## config.mk

```make
export PLATFORM = sky130hd
export DESIGN_NAME = fifo_wr_ctrl
export DESIGN_NICKNAME = d
export VERILOG_FILES = /design/src/rtl/fifo_pkg.sv /design/src/rtl/fifo_gray_sync.sv /design/src/rtl/fifo_wr_ctrl.sv
export SDC_FILE = /design/constraint.sdc
export NUM_CORES = 1
export LEC_CHECK = 0
export CORE_ASPECT_RATIO = 2
export CORE_MARGIN = 1
export CORE_UTILIZATION = 46
export CTS_CLUSTER_DIAMETER = 150
export CTS_CLUSTER_SIZE = 30
export DETAILED_ROUTE_END_ITERATION = 8
export PLACE_DENSITY = 0.76
export SYNTH_ARGS = -nofsm -noshare
export SYNTH_HDL_FRONTEND = slang
export SYNTH_SLANG_ARGS = --single-unit
```

## constraint.sdc

```tcl
create_clock -name wrclk -period 4.7 [get_ports wrclk]
set_input_delay 0.94 -clock wrclk [delete_from_list [all_inputs] [get_ports wrclk]]
set_output_delay 0.94 -clock wrclk [all_outputs]
set_load 0.05 [all_outputs]
```

## src/rtl/fifo_pkg.sv

```systemverilog
// Shared helpers for the async FIFO write and read controllers.
// Gray conversion, depth calculation and synchroniser-depth limits.
package fifo_pkg;

   localparam int SYNC_STAGES_MIN = 2;
   localparam int SYNC_STAGES_MAX = 4;
   localparam int GRAY_MAX_W      = 32;

   function automatic int depth_of(input int abits);
      return 1 << abits;
   endfunction

   // Callers zero-extend narrower pointers to GRAY_MAX_W and size-cast the result.
   // Leading zeros convert to leading zeros, so one function serves every pointer width.
   function automatic logic [GRAY_MAX_W-1:0] bin2gray(input logic [GRAY_MAX_W-1:0] b);
      return b ^ (b >> 1);
   endfunction

   function automatic logic [GRAY_MAX_W-1:0] gray2bin(input logic [GRAY_MAX_W-1:0] g);
      logic [GRAY_MAX_W-1:0] b;
      b[GRAY_MAX_W-1] = g[GRAY_MAX_W-1];
      for (int i = GRAY_MAX_W - 2; i >= 0; i--) begin
         b[i] = b[i+1] ^ g[i];
      end
      return b;
   endfunction

endpackage

```

## src/rtl/fifo_gray_sync.sv

```systemverilog
// Multi-flop synchroniser for a Gray-coded pointer crossing clock domains.
// Latency STAGES cycles of clk; no flow control, samples every cycle.
module fifo_gray_sync #(
   parameter int W      = 11,
   parameter int STAGES = 2
) (
   input  logic         clk,
   input  logic         rst_n,
   input  logic [W-1:0] d,
   output logic [W-1:0] q
);

   logic [W-1:0] chain [STAGES];

   always_ff @(posedge clk or negedge rst_n) begin
      if (!rst_n) begin
         for (int i = 0; i < STAGES; i++) begin
            chain[i] <= '0;
         end
      end else begin
         chain[0] <= d;
         for (int i = 1; i < STAGES; i++) begin
            chain[i] <= chain[i-1];
         end
      end
   end

   assign q = chain[STAGES-1];

endmodule

```

## src/rtl/fifo_wr_ctrl.sv

```systemverilog
// Write-domain controller of the async FIFO: write pointer, full/almost-full, level, overflow.
// Status reflects a write one edge later; reads appear after SYNC_STAGES more edges.
// Writes while full are dropped and latched in the sticky overflow flag.
module fifo_wr_ctrl
   import fifo_pkg::*;
#(
   parameter int ABITS       = 10,
   parameter int SYNC_STAGES = 2,
   parameter int AF_HYST     = 0
) (
   input  logic             wrclk,
   input  logic             rst_n,
   input  logic             wr_en,
   output logic [ABITS-1:0] wr_addr,
   output logic             wr_we,
   output logic [ABITS:0]   wr_gray_ptr,
   input  logic [ABITS:0]   rd_gray_ptr,
   input  logic [ABITS:0]   afull_thr,
   output logic             full,
   output logic             almost_full,
   output logic [ABITS:0]   wr_level,
   output logic             overflow,
   input  logic             ovf_clr
);

   localparam int            PW     = ABITS + 1;
   localparam int            DEPTH  = depth_of(ABITS);
   localparam logic [PW-1:0] DEPTH_P = PW'(DEPTH);
   localparam logic [PW-1:0] HYST_P  = PW'(AF_HYST);

   if (SYNC_STAGES < SYNC_STAGES_MIN || SYNC_STAGES > SYNC_STAGES_MAX) begin : g_bad_sync
      $error("fifo_wr_ctrl: SYNC_STAGES out of range");
   end
   if (AF_HYST < 0 || AF_HYST > DEPTH - 1 || PW > GRAY_MAX_W) begin : g_bad_param
      $error("fifo_wr_ctrl: AF_HYST or ABITS out of range");
   end

   logic [PW-1:0] wr_bin;
   logic [PW-1:0] wr_bin_nxt;
   logic [PW-1:0] wr_gray_nxt;
   logic [PW-1:0] rd_gray_s;
   logic [PW-1:0] rd_bin_s;
   logic [PW-1:0] lvl_nxt;
   logic [PW-1:0] af_lo;

   fifo_gray_sync #(
      .W      (PW),
      .STAGES (SYNC_STAGES)
   ) u_rd_sync (
      .clk   (wrclk),
      .rst_n (rst_n),
      .d     (rd_gray_ptr),
      .q     (rd_gray_s)
   );

   assign wr_we   = wr_en & ~full;
   assign wr_addr = wr_bin[ABITS-1:0];

   always_comb begin
      wr_bin_nxt  = wr_bin + PW'(wr_we);
      wr_gray_nxt = PW'(bin2gray(GRAY_MAX_W'(wr_bin_nxt)));
      rd_bin_s    = PW'(gray2bin(GRAY_MAX_W'(rd_gray_s)));
      // Modular difference stays correct across pointer wrap; MSB separates full from empty.
      lvl_nxt     = wr_bin_nxt - rd_bin_s;
      af_lo       = (afull_thr > HYST_P) ? (afull_thr - HYST_P) : '0;
   end

   always_ff @(posedge wrclk or negedge rst_n) begin
      if (!rst_n) begin
         wr_bin      <= '0;
         wr_gray_ptr <= '0;
         wr_level    <= '0;
         full        <= 1'b0;
         almost_full <= 1'b0;
         overflow    <= 1'b0;
      end else begin
         wr_bin      <= wr_bin_nxt;
         wr_gray_ptr <= wr_gray_nxt;
         wr_level    <= lvl_nxt;
         full        <= (lvl_nxt == DEPTH_P);
         if (lvl_nxt >= afull_thr) begin
            almost_full <= 1'b1;
         end else if (lvl_nxt < af_lo) begin
            almost_full <= 1'b0;
         end
         // A dropped write in the same cycle as a clear leaves the flag set.
         if (wr_en && full) begin
            overflow <= 1'b1;
         end else if (ovf_clr) begin
            overflow <= 1'b0;
         end
      end
   end

endmodule

```

* Yosys cells after proc, flatten, opt, wreduce, memory -nomap -nowiden
Index checks and enable logic that the tools add are counted.
Cells by class: add/subtract/negate cells 2, magnitude comparators 3, eq/ne operators 1, mux-type cells 5, bitwise gates (word level) 13, reductions and logical operators 3
Operators by type and width (count):
- $add A11 B1 Y11 | 1
- $eq A11 B11 Y1 const B | 1
- $ge A11 B11 Y1 | 1
- $gt A11 B1 Y1 const B | 1
- $lt A11 B11 Y1 | 1
- $mux W11 | 1
- $sub A11 B11 Y11 | 1
- $xor A11 B10 Y11 | 1
- $xor A1 B1 Y1 | 10
- $mux W1 | 4
- $reduce_bool A2 Y1 | 2
- $and A1 B1 Y1 | 1
- $logic_and A1 B1 Y1 | 1
- $not A1 Y1 | 1
Storage, ports and cells: register bits 58, input bits 26, output and inout bits 36, word-level logic and storage cells 35

* Longest topological paths before layout
depth in word-level cells 14, gate-level depth with buffers 23, gate-level depth less buffers 23

* Cells and area by module
A second synthesis with hierarchy kept.
Second synthesis, totals: cell total of the unflattened synthesis 261, area total of the unflattened synthesis 2987.9 um2
By module, submodules not included:
- fifo_wr_ctrl | times used 1, cells each 228, area an instance 2354.8 um2, seq. area each 875.8 um2
- fifo_gray_sync | times used 1, cells each 33, area an instance 633.1 um2, seq. area each 550.5 um2

* Worst setup path before layout
OpenSTA, ideal clock, no wires.
path kind input port to flip-flop, start point input wr_en, end point register almost_full, setup time 136 ps, arrival time 5227 ps, required time 4564 ps, setup slack -663 ps, cell stages on the path 19, path buffers 0, path through nor2b_1 ha_1 ha_1 xor2_1 ha_1 nand2b_1 a21boi_0 o21a_1 o21a_1 or3_1 and2_1 ha_1 nand4_1 nor2_1 a221o_1 a21oi_1 a22oi_1 o311ai_0 a32oi_1
Between the ends: cells in the longest elaborated chain, start to end 5
Ends and longest elaborated chain:
- from (decl) | line fifo_wr_ctrl.sv:13 | input logic wr_en,
- $and A1 B1 Y1 (*) | line fifo_wr_ctrl.sv:56 | assign wr_we = wr_en & ~full;
- $add A11 B1 Y11 (*) | line fifo_wr_ctrl.sv:60 | wr_bin_nxt = wr_bin + PW'(wr_we);
- net wr_bin_nxt[2] | line fifo_wr_ctrl.sv:39 | logic [PW-1:0] wr_bin_nxt;
- $sub A11 B11 Y11 (*) | line fifo_wr_ctrl.sv:64 | lvl_nxt = wr_bin_nxt - rd_bin_s;
- net lvl_nxt[6] | line fifo_wr_ctrl.sv:43 | logic [PW-1:0] lvl_nxt;
- $ge A11 B11 Y1 or $lt A11 B11 Y1 (tied branches) | line fifo_wr_ctrl.sv:81, fifo_wr_ctrl.sv:83
- $mux W1 or $reduce_bool A2 Y1 (tied branches)
- to (signal assigned) | line fifo_wr_ctrl.sv:74 | almost_full <= 1'b0;
- to (signal assigned) | line fifo_wr_ctrl.sv:82 | almost_full <= 1'b1;
- to (signal assigned) | line fifo_wr_ctrl.sv:84 | almost_full <= 1'b0;
- to (decl) | line fifo_wr_ctrl.sv:20 | output logic almost_full,
The timed path passes the listed nets; every way through them passes the cells marked *. A chain may end at the register's enable or synchronous reset.

* Worst setup path in the final report
start point register u_rd_sync.chain, in the netlist u_rd_sync.q[10], end point register almost_full
Between the ends: cells in the longest elaborated chain, start to end 13
Ends and longest elaborated chain:
- from (decl) | line fifo_gray_sync.sv:13 | logic [W-1:0] chain [STAGES];
- from (signal, indexed assignment) | line fifo_gray_sync.sv:23 | chain[i] <= chain[i-1];
- $xor A1 B1 Y1 (*) (4 in series) | line fifo_pkg.sv:23 | b[i] = b[i+1] ^ g[i];
- $xor A1 B1 Y1 (6 in series) | line fifo_pkg.sv:23
- $sub A11 B11 Y11 (*) | line fifo_wr_ctrl.sv:64
- net lvl_nxt[6] | line fifo_wr_ctrl.sv:43
- $ge A11 B11 Y1 or $lt A11 B11 Y1 (tied branches) | line fifo_wr_ctrl.sv:81, fifo_wr_ctrl.sv:83
- $mux W1 or $reduce_bool A2 Y1 (tied branches)
Marks and branches as above.

==> metrics <==
Min Hold Slack 347 ps; worst-margin pin slew 709 ps; Synth Instances 250; antenna viol nets, final 0; RSZ-0062 raised after global routing true; clock buffer count from CTS 9; Synth top area share 49.1%; share of post-route cells with drive strength above 1 22.1%; Avg Vias per Cell 4.82; placed cell count 441; number of synthesized flops with an enable pin 0; first-pass GRT wire length 10400 um; Port Buffers 61; clock share of power 17.8%; gr usage total 21.7%; ranking of synthesized cells by area dfrtp_1 (49%), ha_1 (13%), xor2_1 (5.1%); total grt overflow 0; hpwl dp 4770 um; Post-DP Area 4000 um2; Crit. End Element register; Pins Over Slew Limit 0; Sequential Power Share 18.6%; vias in the first global route 2337; Final setup viols 2; Slew headroom 52.7%; Core ar. 6060 um2; H-tree depth 3; most common cell in the netlist dfrtp_1; die area 6660 um2; initial antenna violation count 0; FF-to-FF Start u_rd_sync.q[10]; routability cong. 0.745; Final Hold Fails 0; Post-Route WL 6320 um; mapped cell area 2910 um2; final setup margin -416 ps; Initial Util 48.0%; CP Capture Point almost_full; syn avg cell area 11.6 um2; nets 428; FF-to-FF setup slack -420 ps; post-route cell area 4370 um2; cells on worst reg2reg path 21; Core Rows 40; sequential fraction of the synthesis area 49.1%; Crit. Startpoint u_rd_sync.q[10]; Tmin final 5120 ps; WL/cell 13.7 um; Starting DRT DRC Count 73; die width 58.2 um; Required @ worst endpoint 4890 ps; Synth area leader dfrtp_1; CTS tree yes; die height 114 um; HP Start u_rd_sync.chain[18]; antenna cells 0; Layout area overhead 50.3%; syn_nets 307; Sw Pwr 1520 uW; drt first pass iters 6; #FFs+latches synth 57; Pint 2180 uW; prevailing post-synth register cell dfrtp_1; ys async rst share 100%; post-synth cell types 45; maximum vdd drop 0.599 mV; Root Buffer clkbuf_16; status finished with violations; Ports 62; Crit Path Class register to register; WP data arrival 5310 ps; Setup Slack @ Placement -499 ps; clock insertion delay at the later pin of the skew report 330 ps; Fmax 0.195 GHz; largest net degree at the start of global routing 58; failing checks setup timing; Min-Delay Path Class register to register; Final period util 109%; Sink Count 57; Vias 2215; Synth warnings 0; non-filler cells, final 460; maximum clock skew at final layout 5.71 ps; Crit Reg-Reg Endpoint almost_full; fraction of power spent switching nets 41.1%; Max-Cap Viols 0; CP Launch Type register; clk buf depth 2; Worst-path clk slew 50 ps; CP max FO 4; DRC Markers 0; top cells by count, synth dfrtp_1 (57), inv_1 (35), ha_1 (30), xor2_1 (17), xnor2_1 (13); P per Cell Area 848 nW/um2; P_leak 0.00214 uW; combinational share of power 63.6%
-- cell usage in the layout (no fill, tap or decap), drive strengths merged, types with 4 or more instances in the layout --
master          n
nand3           7
nand2           9
dfrtp          57
o21ai          10
buf            50
clkdlybuf4s50  60
ha             30
clkbuf         14
a21oi           4
nor2           10
o21a            5
xnor2          13
xor2           21
a21o            5
inv            35
nand2b          5
-- layout make-up --
cell class | instances | area (um2)
clock buffers | 14 | 274
clock inverters | 2 | 35.0
fillers | 448 | 1690
inverters | 35 | 131
multi-input cells | 158 | 1420
flip-flops and latches | 57 | 1430
well taps | 84 | 105
repair buffers | 110 | 973
-- cells by family after synthesis --
family                     share of synthesized area [%]
AOI/OAI and AO/OA                                   10.5
xor gates and xnor gates                            13.4
adders and majority gates                           13.6
buffers and inverters                               4.52
DFF                                                 49.1
muxes                                              0.689
and+or+nand+nor                                     8.23
-- how the worst min path moves through the flow --
stage | depth (start not counted) | end | slack (ps)
finish | 0 | u_rd_sync.q[7] | 350
global route | 0 | u_rd_sync.q[3] | 360
CTS | 0 | u_rd_sync.q[7] | 350
detailed placement | 0 | u_rd_sync.q[7] | 330
global placement | 0 | u_rd_sync.q[7] | 330
floorplan | 0 | u_rd_sync.q[0] | 330
-- layer usage --
| metal | share of wire (%) | track usage, % | vias to the layer above | routed length [um] |
|---|---|---|---|---|
| li1 | - | - | 1088 | - |
| met1 | 36 | 21.1 | 1065 | 2270 |
| met2 | 58 | 39.6 | 46 | 3680 |
| met3 | 2.4 | 5.31 | 16 | 151 |
| met4 | 3.4 | 12.9 | 0 | 213 |
| met5 | 0 | 0 | - | 0 |
-- power by group through the flow --
stage / clock network [uW] / registers [uW] / logic (uW)
detailed placement: 0 / 695 / 2310
global placement: 0 / 691 / 2240
finish: 659 / 689 / 2350
CTS: 672 / 692 / 2340
floorplan: 0 / 1060 / 1010
global route: 691 / 703 / 2560
-- sequential cells by signal (all words and copies together), names as in the netlist --
name,count
wr_gray_ptr,10
u_rd_sync.chain,11
almost_full,1
u_rd_sync.q,11
wr_bin,11
wr_level,11
full,1
overflow,1
-- what timing repair did --
action	in CTS	in global routing
pin swaps	8	0
setup buffers	1	2
hold buffers	0	0
gates resized for setup	2	4
gates cloned	0	0
setup endpoints to repair	2	2
-- critical path, cell delays in order (launching register included) --
cell	delay, ps
dfrtp_1	380
xnor3_2	450
xor2_4	190
xor2_2	210
xor2_2	190
xor3_2	330
xor2_4	210
xnor2_1	150
ha_2	230
fa_2	210
nand2b_1	100
a21boi_1	70
o21a_1	220
o21a_1	180
or3_1	330
and2_4	190
ha_1	310
a2111oi_2	300
o21a_1	200
o21ai_0	100
a221oi_1	320
a32oi_1	110
-- metrics by stage --
stage / TNS [ps] / power [uW] / util (%)
CTS: -597 / 3700 / 71.4
detailed placement: -767 / 3000 / 66.0
finish: -512 / 3700 / 72.1
global placement: -671 / 2930 / 66.0
global route: -1000 / 3950 / 72.1
floorplan: -260 / 2060 / -
(Power assumes the default switching activity.)
